### src/rtl/cordic_vector_phase_if.sv
// Handshake and result bundle for the CORDIC vectoring phase/magnitude block.
interface cordic_vector_phase_if;
    logic               in_valid;
    logic signed [15:0] re;
    logic signed [15:0] im;
    logic               in_ready;
    logic               out_valid;
    logic [11:0]        theta;
    logic [17:0]        mag;

    modport master (output in_valid, re, im, input in_ready, out_valid, theta, mag);
    modport slave  (input in_valid, re, im, output in_ready, out_valid, theta, mag);
endinterface

### src/rtl/cordic_vector_phase.sv
// Iterative CORDIC vectoring: atan2(im, re) as a 12-bit phase plus gain-scaled
// magnitude, one micro-rotation per clock, 14 iterations per sample.
module cordic_vector_phase (
    input  logic                  clk,
    input  logic                  rst_n,
    cordic_vector_phase_if.slave  bus
);
    typedef enum logic {IDLE = 1'b0, ITER = 1'b1} state_t;

    state_t             state, state_next;
    logic signed [17:0] x, y, x_it, y_it, x_sh, y_sh, re_ext, im_ext;
    logic [15:0]        z, z_it, z_rnd, angle;
    logic [3:0]         count;
    logic               zero, accept, last;
    logic               out_valid_r;
    logic [11:0]        theta_r;
    logic [17:0]        mag_r;

    assign accept = (state == IDLE) && bus.in_valid;
    assign last   = (state == ITER) && (count == 4'd13);
    assign re_ext = {{2{bus.re[15]}}, bus.re};
    assign im_ext = {{2{bus.im[15]}}, bus.im};

    always_ff @(posedge clk or negedge rst_n) begin
        if (!rst_n) state <= IDLE;
        else        state <= state_next;
    end

    always_comb begin
        state_next = state;
        case (state)
            IDLE: if (bus.in_valid)      state_next = ITER;
            ITER: if (count == 4'd13)    state_next = IDLE;
            default:                     state_next = IDLE;
        endcase
    end

    always_comb begin
        bus.in_ready  = (state == IDLE);
        bus.out_valid = out_valid_r;
        bus.theta     = theta_r;
        bus.mag       = mag_r;
    end

    // atan(2^-i) with 2*pi = 65536
    always_comb begin
        case (count)
            4'd0:    angle = 16'd8192;
            4'd1:    angle = 16'd4836;
            4'd2:    angle = 16'd2555;
            4'd3:    angle = 16'd1297;
            4'd4:    angle = 16'd651;
            4'd5:    angle = 16'd326;
            4'd6:    angle = 16'd163;
            4'd7:    angle = 16'd81;
            4'd8:    angle = 16'd41;
            4'd9:    angle = 16'd20;
            4'd10:   angle = 16'd10;
            4'd11:   angle = 16'd5;
            4'd12:   angle = 16'd3;
            4'd13:   angle = 16'd1;
            default: angle = 16'd0;
        endcase
    end

    always_comb begin
        x_sh = x >>> count;
        y_sh = y >>> count;
        if (!y[17]) begin
            x_it = x + y_sh;
            y_it = y - x_sh;
            z_it = z + angle;
        end else begin
            x_it = x - y_sh;
            y_it = y + x_sh;
            z_it = z - angle;
        end
        // 16-bit wrap makes a phase that rounds up to 4096 land on 0
        z_rnd = z_it + 16'd8;
    end

    always_ff @(posedge clk or negedge rst_n) begin
        if (!rst_n) begin
            x           <= '0;
            y           <= '0;
            z           <= '0;
            count       <= '0;
            zero        <= 1'b0;
            out_valid_r <= 1'b0;
            theta_r     <= '0;
            mag_r       <= '0;
        end else begin
            out_valid_r <= last;
            if (accept) begin
                // Fold the left half-plane into CORDIC's convergence range
                if (bus.re[15]) begin
                    x <= -re_ext;
                    y <= -im_ext;
                    z <= 16'h8000;
                end else begin
                    x <= re_ext;
                    y <= im_ext;
                    z <= 16'h0000;
                end
                count <= 4'd0;
                zero  <= (bus.re == 16'sd0) && (bus.im == 16'sd0);
            end else if (state == ITER) begin
                x     <= x_it;
                y     <= y_it;
                z     <= z_it;
                count <= count + 4'd1;
                if (last) begin
                    theta_r <= zero ? 12'd0 : z_rnd[15:4];
                    mag_r   <= zero ? 18'd0 : x_it;
                end
            end
        end
    end
endmodule

### src/flat_wrapper.sv
// flat-port wrapper written by rule: the top's interface ports become plain ports
module cordic_vector_phase_flat 
  (clk, rst_n, bus_in_valid, bus_re, bus_im, bus_in_ready, bus_out_valid, bus_theta, bus_mag);
  cordic_vector_phase_if bus_i ();
  input  logic clk;
  input  logic rst_n;
  input wire logic [$bits(bus_i.in_valid)-1:0] bus_in_valid;
  input wire logic [$bits(bus_i.re)-1:0] bus_re;
  input wire logic [$bits(bus_i.im)-1:0] bus_im;
  output wire logic [$bits(bus_i.in_ready)-1:0] bus_in_ready;
  output wire logic [$bits(bus_i.out_valid)-1:0] bus_out_valid;
  output wire logic [$bits(bus_i.theta)-1:0] bus_theta;
  output wire logic [$bits(bus_i.mag)-1:0] bus_mag;
  assign bus_i.in_valid = bus_in_valid;
  assign bus_i.re = bus_re;
  assign bus_i.im = bus_im;
  assign bus_in_ready = bus_i.in_ready;
  assign bus_out_valid = bus_i.out_valid;
  assign bus_theta = bus_i.theta;
  assign bus_mag = bus_i.mag;
  cordic_vector_phase u_core (.clk(clk), .rst_n(rst_n), .bus(bus_i));
endmodule
### config.mk
export PLATFORM = sky130hd
export DESIGN_NAME = cordic_vector_phase_flat
export DESIGN_NICKNAME = d
export VERILOG_FILES = /design/src/rtl/cordic_vector_phase_if.sv /design/src/rtl/cordic_vector_phase.sv /design/src/flat_wrapper.sv
export SDC_FILE = /design/constraint.sdc
export NUM_CORES = 1
export LEC_CHECK = 0
export ABC_AREA = 1
export BUFFER_PORTS_ARGS = -buffer_cell sky130_fd_sc_hd__buf_4
export CORE_AREA = 2 2 171 173
export CTS_CLUSTER_DIAMETER = 30
export DETAILED_ROUTE_END_ITERATION = 6
export DIE_AREA = 0 0 173 175
export PLACE_DENSITY_LB_ADDON = 0.05
export SYNTH_ARGS = -nofsm -noshare
export SYNTH_HDL_FRONTEND = slang
export SYNTH_SLANG_ARGS = --single-unit
### constraint.sdc
create_clock -name clk -period 4.65 [get_ports clk]
set_input_delay 0.2325 -clock clk [delete_from_list [all_inputs] [get_ports clk]]
set_output_delay 0.2325 -clock clk [all_outputs]
set_load 0.05 [all_outputs]
==> run summary <==
outcome - completed
Placed Area - 10800 sq um
Detailed Route WL - 35300 um
CTS tree - yes
Setup CP Type - reg2reg
GP Congestion - 0.886
die width - 173 um
met1 wire length - 16500 um
vias per cell - 5.18
routed wl met3 - 1150 um
# fillers - 3185
setup tns final - 0 ns
Clock Tree Root - clkbuf_16
worst r2r dst - u_core.bus.mag[13]
total gr overflow - 0
Worst Hold Launch - bus_re[0]
Max Fclk - 0.233 GHz
crit-path max cell delay - 0.45 ns
WL/cell - 17.6 um
Crit-path slowest cell - dfrtp_2
critical path fanouts, max - 36
die area - 30300 sq um
Final ANT Viol Nets - 0
initial core utilization - 0.347
final hold slack - 0.103 ns
Crit path top cell by count - nand2_1
Yosys cell types - 53
pin count of the biggest net entering global routing - 49
Multi-input gate area - 6730 sq um
top cell type's share of synthesized area - 0.226
storage element area - 2230 sq um
Slew HR - 0.290
IO Pins - 67
global-route wire length before repair - 55700 um
GRT Overall Usage - 0.234
Syn Inst Count - 1561
CTS Buffer Depth - 2
synthesis-to-finish area growth - 13.5%
H-tree level count - 3
Slew Viols, Final - 0
Post-synth EDFFs - 0
CTS Buf Count - 9
Worst-Skew Late Latency - 0.37 ns
startpoint types - register
Antenna Cells - 0
fin worst setup slack - 0.362 ns
Worst-Margin Slew - 1.06 ns
layout cells sized above 1 - 0.109
DPL Wire Length - 28200 um
fin crit period - 4.29 ns
syn nets - 1662
Final Hold Viols - 0
Crit Reg-Reg Startpoint - u_core.count[0]
metal2 WL - 17100 um
hold crit path type - in2reg
critical path arrival - 4.55 ns
drt pass-1 iters - 5
DRC - 0
initial antenna violation count - 0
max-cap viol count - 0
ys async rst share - 1.00
Setup violations, final - 0
Cell Rows - 62
Max Used Layer - met4
Final nets - 1716
Synth Register Bits - 89
Die Y - 175 um
type of element capturing the critical path - register
drt initial violations - 803
post-synthesis sequential area ratio - 0.226
final clock period utilization by the worst path - 0.922
Reg2Reg Setup Slack - 0.36 ns
syn avg cell area - 6.32 sq um
CP Cell Sequence - buf_12 -> buf_4 -> o21ai_0 -> nand2_1 -> nand3_1 -> nand3_1 -> nand2_1 -> nand2_1 -> inv_1 -> ha_1 -> nand4_1 -> nor2_4 -> a31oi_1 -> xor2_1 -> ha_1 -> nand2_1 -> nor2_1 -> nand2_1 -> o211ai_1 -> a31oi_1 -> or2_2 -> a32o_1
Ys Warns - 0
hold depth - 3
Setup WS pre-CTS - 0.0450 ns
finished layout cell area - 11200 sq um
top-count cell post-synth - nand2_1
top cell type by total area after synthesis - dfrtp_1
core area - 28400 sq um
clock slew at reported path FFs - 0.08 ns
worst reg2reg path depth - 22
Via Count - 10.4k
WP data required - 4.91 ns
count of input and output buffers - 66
Commonest cells post-synth - nand2_1, nand3_1, inv_1, o21ai_0, a21oi_1
hold endpoint - u_core.x[0]
Top FF cell, synth - dfrtp_1
Syn Std Cell Area - 9860 sq um
CTS Sinks - 89
RSZ-0062 raised after global routing - false
synth top area cells - dfrtp_1, nand2_1, nand3_1
Worst Skew - 0.0136 ns
number of global-route vias before repair - 10.1k
[per-layer routing]
layer	global-route usage	vias to the layer above
met1	0.310	4778
met3	0.0209	31
met2	0.409	230
met5	0	-
met4	0.0597	0
li1	-	5348
[state kept, by name, summed over array words and instances, names as in the netlist]
name,cells
u_core.state,1
u_core.zero,1
u_core.bus.mag,18
u_core.x,18
u_core.z,16
u_core.bus.out_valid,1
u_core.y,18
u_core.bus.theta,12
u_core.count,4
[repair_timing]
item                       4_1_cts  5_1_grt
setup endpoints to repair        0       15
hold endpoints to repair        41        0
hold buffers                     1        0
buffers inserted                 0        2
gates resized for setup          0       12
[cell type report]
class,instances,share of cell area
clock buffer,10,0.0214
timing repair buffer,106,0.0747
multi-input combinational,1244,0.601
tap,384,0.0429
sequential,89,0.199
inverter,165,0.0553
clock inverter,6,0.00559
[worst max-delay path by stage]
| stage | slack [ns] | to | depth (start not counted) | startpoint |
|---|---|---|---|---|
| final | 0.36 | u_core.bus.mag[13] | 22 | u_core.count[0] |
| after global routing | 0.001 | u_core.bus.mag[13] | 22 | u_core.count[0] |
| after CTS | 0.04 | u_core.bus.mag[17] | 25 | u_core.count[0] |
| after detailed placement | 0.05 | u_core.bus.mag[17] | 25 | u_core.count[0] |
| after global placement | 0.09 | u_core.bus.mag[17] | 25 | u_core.count[0] |
| after floorplan | 0.74 | u_core.bus.theta[11] | 28 | u_core.count[1] |
[through the flow]
step / utilization / std cells
2_1_floorplan: - / 1561
3_3_place_gp: 0.381 / 1985
3_5_place_dp: 0.381 / 1985
4_1_cts: 0.392 / 2002
5_1_grt: 0.394 / 2004
6_report: 0.394 / 2004
[cells in the final DEF, fill, tap and decap left out, types with 4 or more instances in the layout]
cell type	Yosys	routed
nand2_1	420	420
nand3_1	191	191
inv_1	156	156
o21ai_0	109	108
a21oi_1	106	106
buf_4	8	102
nor2_1	104	101
dfrtp_1	89	88
ha_1	63	63
xor2_1	42	42
nor3_1	26	24
xnor2_1	19	19
nand4_1	18	18
a31oi_1	17	17
o21ai_1	14	15
o211ai_1	13	13
nand2_2	9	9
nor2_2	8	9
clkbuf_16	0	9
o221ai_1	8	8
o31ai_1	7	7
inv_2	6	6
o21ai_2	6	6
or2_2	5	5
a21o_1	5	5
nand3b_1	4	4
nor3_2	4	4
a21oi_2	4	4
nor2_4	2	4
a22oi_1	4	4
a32o_1	4	4
inv_8	0	4
[logic make-up (layout without fill, tap and decap cells)]
family          Yosys count  count (layout)  share of synthesized area
mux                       1               1                    0.00102
xor+xnor                 61              61                     0.0542
flops                    89              89                      0.226
fa+ha+maj                66              66                     0.0860
buf+inv                 228             287                     0.0977
simple gates            802             802                      0.352
compound gates          314             314                      0.183
[critical path, delay by kind of cell (launching register included)]
| kind | cells | cell delay (ns) |
|---|---|---|
| AOI/OAI and AO/OA | 5 | 1.06 |
| xor gates and xnor gates | 1 | 0.19 |
| adders and majority gates | 2 | 0.51 |
| buffers and inverters | 3 | 0.44 |
| DFF | 1 | 0.45 |
| and+or+nand+nor | 11 | 1.52 |
Power is not shown: default switching activity piles up to over one toggle a cycle in this logic, so the estimate is an artifact.
